## config.mk

```make
export PLATFORM = sky130hd
export DESIGN_NAME = sine_voice_sequencer
export DESIGN_NICKNAME = d
export VERILOG_FILES = /design/src/rtl/sine_seq_pkg.sv /design/src/rtl/sine_lookup.sv /design/src/rtl/sine_voice_sequencer.sv
export SDC_FILE = /design/constraint.sdc
export NUM_CORES = 1
export LEC_CHECK = 0
export CORE_MARGIN = 2
export CORE_UTILIZATION = 65
export CTS_CLUSTER_DIAMETER = 60
export DETAILED_ROUTE_END_ITERATION = 16
export PLACE_DENSITY = 0.87
export SLEW_MARGIN = 20
export SYNTH_ARGS = -nofsm -noshare
export SYNTH_HDL_FRONTEND = slang
export SYNTH_SLANG_ARGS = --single-unit
```

## constraint.sdc

```tcl
create_clock -name clk -period 9.95 [get_ports clk]
set_input_delay 2.985 -clock clk [delete_from_list [all_inputs] [get_ports clk]]
set_output_delay 2.985 -clock clk [all_outputs]
set_load 0.01 [all_outputs]
```

## src/rtl/sine_seq_pkg.sv

```systemverilog
// Shared constants for the sine voice sequencer: FSM state encoding and
// configuration register addresses.
package sine_seq_pkg;

    typedef enum logic [1:0] {
        IDLE = 2'd0,
        RUN  = 2'd1,
        DONE = 2'd2
    } state_t;

    localparam logic [3:0] ADDR_EN    = 4'd8;
    localparam logic [3:0] ADDR_PCLR  = 4'd9;
    localparam logic [3:0] ADDR_OVCLR = 4'd10;

endpackage

```

## src/rtl/sine_lookup.sv

```systemverilog
// 256-point signed sine lookup, sampled at half-step offsets so that the table
// is exactly quarter-wave symmetric; only the first quadrant is stored.
module sine_lookup (
    input  logic [7:0]        i_index,
    output logic signed [7:0] o_value
);

    // trunc(127 * sin(2*pi*(k + 0.5) / 256)) for k = 0..63
    localparam logic [6:0] QTAB [64] = '{
        7'd1,   7'd4,   7'd7,   7'd10,  7'd13,  7'd17,  7'd20,  7'd23,
        7'd26,  7'd29,  7'd32,  7'd35,  7'd38,  7'd41,  7'd44,  7'd47,
        7'd50,  7'd52,  7'd55,  7'd58,  7'd61,  7'd63,  7'd66,  7'd69,
        7'd71,  7'd74,  7'd76,  7'd79,  7'd81,  7'd84,  7'd86,  7'd88,
        7'd90,  7'd93,  7'd95,  7'd97,  7'd99,  7'd101, 7'd102, 7'd104,
        7'd106, 7'd108, 7'd109, 7'd111, 7'd112, 7'd114, 7'd115, 7'd116,
        7'd117, 7'd119, 7'd120, 7'd121, 7'd121, 7'd122, 7'd123, 7'd124,
        7'd124, 7'd125, 7'd125, 7'd126, 7'd126, 7'd126, 7'd126, 7'd126
    };

    logic [5:0]        w_qidx;
    logic signed [7:0] w_mag;

    always_comb begin
        w_qidx  = i_index[6] ? ~i_index[5:0] : i_index[5:0];
        w_mag   = $signed({1'b0, QTAB[w_qidx]});
        o_value = i_index[7] ? -w_mag : w_mag;
    end

endmodule

```

## src/rtl/sine_voice_sequencer.sv

```systemverilog
// Time-multiplexed sine voice mixer: one voice per cycle through a shared lookup,
// averaged into an 8-bit signed sample per tick.
module sine_voice_sequencer
    import sine_seq_pkg::*;
#(
    parameter int NUM_VOICES = 4,
    parameter int PHASE_W    = 16
) (
    input  logic               clk,
    input  logic               rst_n,
    input  logic               tick,
    input  logic               cfg_we,
    input  logic [3:0]         cfg_addr,
    input  logic [PHASE_W-1:0] cfg_data,
    output logic [7:0]         sample,
    output logic               sample_valid,
    output logic               busy,
    output logic               overrun
);

    localparam int IDX_W = $clog2(NUM_VOICES);
    localparam int ACC_W = 8 + IDX_W;

    state_t                  r_state, w_state_nxt;
    logic [IDX_W-1:0]        r_idx, w_idx_nxt;
    logic signed [ACC_W-1:0] r_acc, w_acc_nxt;
    logic [PHASE_W-1:0]      r_phase [NUM_VOICES];
    logic [PHASE_W-1:0]      r_freq  [NUM_VOICES];
    logic [NUM_VOICES-1:0]   r_en;
    logic [7:0]              r_sample;
    logic                    r_valid;
    logic                    r_overrun;

    logic [7:0]              w_lut_idx;
    logic signed [7:0]       w_lut_val;
    logic                    w_en_cur;
    logic [NUM_VOICES-1:0]   w_pclr;
    logic                    w_en_we;
    logic                    w_ov_set;
    logic                    w_ov_clr;

    assign w_lut_idx = r_phase[r_idx][PHASE_W-1 -: 8];
    assign w_en_cur  = r_en[r_idx];
    assign w_en_we   = cfg_we && (cfg_addr == ADDR_EN);
    assign w_pclr    = (cfg_we && (cfg_addr == ADDR_PCLR)) ? cfg_data[NUM_VOICES-1:0] : '0;
    assign w_ov_set  = tick && (r_state != IDLE);
    assign w_ov_clr  = cfg_we && (cfg_addr == ADDR_OVCLR);

    sine_lookup u_sine_lookup (
        .i_index (w_lut_idx),
        .o_value (w_lut_val)
    );

    always_comb begin
        w_state_nxt = r_state;
        w_idx_nxt   = r_idx;
        w_acc_nxt   = r_acc;
        unique case (r_state)
            IDLE: begin
                if (tick) begin
                    w_state_nxt = RUN;
                    w_idx_nxt   = '0;
                    w_acc_nxt   = '0;
                end
            end
            RUN: begin
                if (w_en_cur) begin
                    w_acc_nxt = r_acc + {{IDX_W{w_lut_val[7]}}, w_lut_val};
                end
                if (r_idx == IDX_W'(NUM_VOICES - 1)) begin
                    w_state_nxt = DONE;
                end else begin
                    w_idx_nxt = r_idx + IDX_W'(1);
                end
            end
            DONE:    w_state_nxt = IDLE;
            default: w_state_nxt = IDLE;
        endcase
    end

    always_ff @(posedge clk or negedge rst_n) begin
        if (!rst_n) begin
            r_state   <= IDLE;
            r_idx     <= '0;
            r_acc     <= '0;
            r_sample  <= '0;
            r_valid   <= 1'b0;
            r_overrun <= 1'b0;
        end else begin
            r_state <= w_state_nxt;
            r_idx   <= w_idx_nxt;
            r_acc   <= w_acc_nxt;
            r_valid <= (r_state == DONE);
            if (r_state == DONE) begin
                r_sample <= 8'(r_acc >>> IDX_W);
            end
            // A lost tick outranks a simultaneous clear request.
            if (w_ov_set) begin
                r_overrun <= 1'b1;
            end else if (w_ov_clr) begin
                r_overrun <= 1'b0;
            end
        end
    end

    always_ff @(posedge clk or negedge rst_n) begin
        if (!rst_n) begin
            for (int n = 0; n < NUM_VOICES; n++) begin
                r_phase[n] <= '0;
                r_freq[n]  <= '0;
            end
            r_en <= '0;
        end else begin
            for (int n = 0; n < NUM_VOICES; n++) begin
                if (cfg_we && (cfg_addr == 4'(n))) begin
                    r_freq[n] <= cfg_data;
                end
                if (w_pclr[n]) begin
                    r_phase[n] <= '0;
                end else if ((r_state == RUN) && (r_idx == IDX_W'(n)) && r_en[n]) begin
                    r_phase[n] <= r_phase[n] + r_freq[n];
                end
            end
            if (w_en_we) begin
                r_en <= cfg_data[NUM_VOICES-1:0];
            end
        end
    end

    assign sample       = r_sample;
    assign sample_valid = r_valid;
    assign busy         = (r_state != IDLE);
    assign overrun      = r_overrun;

endmodule

```

Yosys cells after proc, flatten, opt, wreduce, memory -nomap -nowiden. Memories as Yosys holds them, arrays and structs flattened. Index checks and enable logic that the tools add are counted.

Register bits: 156. Bits in read-only memories: 448. Input port bits: 24. Output and inout port bits: 11. Word-level logic and storage cells: 102. Memories kept: 1.

Memories: (no name shown) (depth 64, width 7, rd ports 1, clocked after Yosys merged registers in 0, wr ports 0, line sine_lookup.sv:25) `w_mag = $signed({1'b0, QTAB[w_qidx]});`.

$add $sub $neg: 7. Order comparisons: 3. Eq/ne operators: 15. Muxes and demuxes: 29. Bitwise operators: 3. Reductions and logical operators: 29.

Operators by type and width (number): $mux 16 (10); $add 16x16->16 (4); $bmux 16 s2 (1); $mux 10 (2); $pmux 10 s2 (1); $logic_and 1x1->1 (16); $mux 7 (2); $reduce_bool 2->1 (7); $eq 4x4->1 const B (3); $add 10x10->10 (1); $eq 4x2->1 const B (2); $mux 2 (4); $mux 8 (1); $ne 2x2->1 const B (4); $neg 7->8 (1); $pmux 2 s2 (2); $ge 7x7->1 const B (1); $not 6->7 (1); $eq 2x2->1 const B (3); $mux 6 (1); $not 6->6 (1); $reduce_and 3->1 (2); $eq 2x1->1 const B (2); $eq 4x1->1 const B (1); 10 further kinds (13).

Longest topological paths before layout.
Word-level depth: 15. Depth in mapped cells: 27. Gate-level depth less buffers: 24.

By module. From an unflattened synthesis, not the netlist that was laid out.

Cell total of the unflattened synthesis: 1198. Area total of the unflattened synthesis: 11187.0 um2.

By module, submodules not included: sine_voice_sequencer (instances 1, cells an instance 957, area each 9529.1 um2, seq. area each 3903.7 um2); sine_lookup (instances 1, cells an instance 241, area each 1657.8 um2, seq. area each 0.0 um2).

Worst setup path after synthesis. No wires, ideal clock.

Path kind: reg2reg. Start point: register r_idx[0]. End point: register r_acc[9]. Library setup time: 0.118 ns. Arrival: 5.594 ns. Required time: 9.832 ns. Slack: 4.238 ns. Stages on the path, launching flop included: 25. Path buffers: 2. Clock period less this slack: 5.712 ns. Cells stage by stage: dfrtp_1 -> mux4_2 -> clkbuf_1 -> buf_2 -> xor2_1 -> ha_1 -> or4b_1 -> o31ai_1 -> o41ai_1 -> o221ai_1 -> a21oi_1 -> ha_1 -> nor2_1 -> a21oi_1 -> ha_1 -> a21o_1 -> a21o_1 -> a21o_1 -> a21o_1 -> a21o_1 -> a21oi_1 -> o21ai_0 -> xnor2_1 -> a21o_1 -> a21o_1.

Word-level cells in the longest chain between the ends: 15. Elaborated cells between the ends (all ways): 19. Those cells by class: add/sub: 2; eq/ne: 1; mux: 11; bitwise: 3; reduce/logical: 1; memory: 1.

RTL lines: from (decl) (line sine_voice_sequencer.sv:25) `logic [IDX_W-1:0] r_idx, w_idx_nxt;`; from (signal assigned) (line sine_voice_sequencer.sv:91) `r_idx <= w_idx_nxt;`; $not 2->3 (not written as such) (line sine_voice_sequencer.sv:42) `assign w_lut_idx = r_phase[r_idx][PHASE_W-1 -: 8];`; $bmux 16 s2 (line sine_voice_sequencer.sv:42); $mux 16 (not written as such) (2 in a row) (line sine_voice_sequencer.sv:42); $not 6->6 (line sine_lookup.sv:24) `w_qidx = i_index[6] ? ~i_index[5:0] : i_index[5:0];`; $mux 6 (line sine_lookup.sv:24); $not 6->7 (not written as such) (line sine_lookup.sv:25); $mem_v2 64x7; $mux 7 (not written as such) (2 in a row) (line sine_lookup.sv:25); $neg 7->8 (line sine_lookup.sv:26) `o_value = i_index[7] ? -w_mag : w_mag;`; $mux 8 (line sine_lookup.sv:26); $add 10x10->10 (line sine_voice_sequencer.sv:68) `w_acc_nxt = r_acc + {{IDX_W{w_lut_val[7]}}, w_lut_val};`; $mux 10 (line sine_voice_sequencer.sv:67) `if (w_en_cur) begin`; $pmux 10 s2 (line sine_voice_sequencer.sv:58) `unique case (r_state)`; to (signal assigned) (line sine_voice_sequencer.sv:92) `r_acc <= w_acc_nxt;`; to (decl) (line sine_voice_sequencer.sv:26) `logic signed [ACC_W-1:0] r_acc, w_acc_nxt;`.

Several ways; a longest one is shown, not always the timed one. The select of a mux whose other input is x is not followed. A chain may end at the register's enable or synchronous reset.

Final worst setup path. Same ends and word-level chain as after synthesis.

==> metrics.md <==
| Metric | Value |
|---|---|
| Largest net degree at the start of global routing | `80` |
| Fin. max-slew vios | `0` |
| Register bit total from synthesis | `approximately 160` |
| FFs w/ async S/R, synth | `100%` |
| DP Area | `0.0110 mm^2` |
| Routed vias/inst | `roughly 6.6` |
| CTS tree | `built` |
| Vias in the first global route | `7989` |
| Clock sinks | `156` |
| Htree depth | `4` |
| DRT iter0 DRCs | `a little over 800` |
| Non-Filler Instances | `1274` |
| Layout cell share with drive strength beyond 1 | `14.2%` |
| DR vias | `8362` |
| Hold Crit Class | `flop to flop` |
| Slew @ Worst Pin | `between 1 and 1.5 ns` |
| Peak per-stage delay on the critical path | `around 0.94 ns` |
| Drt pass-1 iters | `6` |
| Final setup viols | `0` |
| Post-CTS setup buffer count | `0` |
| PostCTS Resize Cnt | `0` |
| Remaining Overflow, GRT | `0` |
| Hold-fix buffers at CTS | `0` |
| Outcome | `finished clean` |
| Top_reg_cell synth | `dfrtp_1` |
| Placed instance count | `1241` |
| Clock transition at path regs | `0.07 ns` |
| Final Hold Vio Count | `0` |
| Netlist cell types | `75` |
| Startpoint Class | `flop` |
| Overall Global Routing Usage | `30.3%` |
| CP Cell Sequence | `mux4_2, xor2_1, ha_1, or4b_1, o31ai_1, a221oi_2, o32ai_2, inv_1, ha_1, nor2_1, a21oi_1, ha_1, a21o_1, a21o_1, a21o_1, a21o_1, a21o_1, a21oi_1, o21ai_0, xnor2_1, a21o_1, a21o_1` |
| CP bufs+invs | `1` |
| Detailed-route DRC error count | `0` |
| Area grow syn2layout | `10.4%` |
| Top cell by count, worst path | `a21o_1` |
| Setup TNS Final | `0 ns` |
| CP required | `roughly 10 ns` |
| Placer Congestion | `a little over 0.9` |
| Wirelength per Cell | `20.3 um` |
| CP max-delay cell | `mux4_2` |
| Worst EP arrival | `between 6 and 7 ns` |
| F_max | `0.155 GHz` |
| Clk_lat worst skew | `0.44 ns` |
| Final nets | `about 1200` |
| Reg area | `0.00390 mm^2` |
| First-pass GRT wire length | `41500 um` |
| Max-cap violations | `0` |
| Detail Placement HPWL | `17700 um` |
| Delay-heaviest family, CP | `compound AO/OA/AOI/OAI gates` |
| Die height | `131 um` |
| Core ar. | `0.0158 mm^2` |
| Syn avg cell area | `10.2 um^2` |
| Die Wd | `131 um` |
| Max Root-Sink Buffers | `2` |
| Clk root buf | `clkbuf_16` |
| Starting Density | `66.5%` |
| Net count after synthesis | `1142` |
| Crit share post-route | `roughly two thirds` |
| Most frequent cells in the layout | `dfrtp_1 (156), a21oi_1 (89), mux2_2 (83)` |
| Total CTS buffers | `17` |
| Fin util | `73.4%` |
| RSZ-0062 raised after global routing | `no` |
| Critical Path End Type | `flop` |
| Crit Path Category | `flop to flop` |
| Multi-input gate area | `0.00628 mm^2` |
| Min Tclk post-route | `6.46 ns` |
| Top Ports | `35` |
| EDFF count, synth | `0` |
| Yosys warnings | `0` |
| Initial antenna violation count | `1` |
| Final antenna-violating net count | `0` |
| Commonest non-fill, non-tap cell in the layout | `dfrtp_1` |
| Cells after Synth | `1031` |
| CP Max Fanout | `41` |
| Slew headroom | `26.1%` |
| Clk_skew | `0.0198 ns` |
| Number of I/O port buffers | `34` |
| FP Rows | `46` |
| Design area | `0.0116 mm^2` |
| Final WL | `25800 um` |
| Register area share after synthesis | `37.1%` |
| Fillcell total | `1029` |
| Die area | `about 0.017 mm^2` |
| Post-Syn Area | `0.0105 mm^2` |
## flip-flops by register name (all words and copies together), names as in the netlist
name / cells
r_freq: 64
r_phase: 64
r_acc: 10
sample: 8
r_en: 4
r_idx: 2
r_state: 2
overrun: 1
sample_valid: 1
## through the flow
| step | setup slack, ns | hold WS, ns |
|---|---|---|
| global route | 3.02 | 0.512 |
| floorplan | 4.24 | 0.467 |
| global placement | 3.62 | 0.489 |
| finish | 3.49 | 0.506 |
| CTS | 3.53 | 0.506 |
| detailed placement | 3.51 | 0.486 |
## worst paths after layout
path	start	slack (ns)	cells after the start	to
worst max-delay path	r_idx[0]$_DFFE_PN0P_	3.49	22	r_acc[9]$_DFFE_PN0P_
worst min-delay path	overrun$_DFFE_PN0P_	0.51	1	overrun$_DFFE_PN0P_
worst max register to register	r_idx[0]$_DFFE_PN0P_	3.49	22	r_acc[9]$_DFFE_PN0P_
worst min register to register	overrun$_DFFE_PN0P_	0.51	1	overrun$_DFFE_PN0P_
max in group asynchronous	rst_n	6.22	3	r_freq[10]$_DFFE_PN0P_
min in group asynchronous	rst_n	2.57	1	r_freq[19]$_DFFE_PN0P_
## routing by layer
layer	global-route usage [%]	vias to the layer above	wire length, um
met3	6.33	69	1670
li1	-	3848	-
met2	48.6	333	12200
met4	13.8	0	977
met1	39.7	4112	10900
met5	0	-	0
## kinds of logic (layout without fill, tap and decap cells)
kind of cell / after synthesis / after routing / share of synthesized area [%]
simple gates: 248 / 248 / 12.4
compound gates: 297 / 297 / 19.7
flops: 156 / 156 / 37.1
xor+xnor: 68 / 68 / 5.66
other cells: 0 / 1 / 0
mux: 97 / 97 / 11.3
buf+inv: 78 / 104 / 3.21
fa+ha+maj: 87 / 87 / 10.7
## worst register-to-register path: stages, from the launching register on
cell,delay (ns)
dfrtp_1,0.75
mux4_2,0.94
xor2_1,0.51
ha_1,0.34
or4b_1,0.52
o31ai_1,0.14
a221oi_2,0.07
o32ai_2,0.38
inv_1,0.11
ha_1,0.29
nor2_1,0.04
a21oi_1,0.25
ha_1,0.28
a21o_1,0.15
a21o_1,0.19
a21o_1,0.17
a21o_1,0.20
a21o_1,0.18
a21oi_1,0.21
o21ai_0,0.14
xnor2_1,0.15
a21o_1,0.18
a21o_1,0.16
## synth_stat cells (all sizes together) (5+ instances only)
master / n / area share (%)
clkbuf: 25 / 0.89
nand2: 72 / 2.6
and3: 15 / 0.89
nor2: 42 / 1.5
nor2b: 12 / 0.71
inv: 31 / 1.1
or2: 7 / 0.42
ha: 82 / 9.8
mux4: 9 / 1.9
fa: 5 / 0.95
nand3b: 9 / 0.64
o21bai: 21 / 1.5
o22ai: 8 / 0.48
mux2i: 5 / 0.48
nand3: 19 / 0.90
a21oi: 89 / 4.2
a221oi: 6 / 0.74
o21ai: 36 / 1.7
nor3b: 10 / 0.71
a211oi: 7 / 0.55
buf: 22 / 1.2
o22a: 5 / 0.42
nand2b: 9 / 0.54
nor3: 14 / 0.71
and2: 10 / 0.59
mux2: 83 / 8.9
o211ai: 10 / 0.71
xor2: 23 / 1.9
or3: 9 / 0.54
a21o: 27 / 1.9
or3b: 6 / 0.50
a22o: 41 / 3.4
xnor2: 45 / 3.7
dfrtp: 156 / 37
## final cells by class
cell class / instances / share of cell area [%]
diodes: 1 / 0.0215
clock buffers: 21 / 3.96
clock inverters: 10 / 1.41
inverters: 31 / 1.00
multi-input cells: 797 / 54.1
flip-flops and latches: 156 / 33.6
well taps: 216 / 2.33
repair buffers: 42 / 3.63
Power is not shown: default switching activity piles up to over one toggle a cycle in this logic, so the estimate is an artifact.
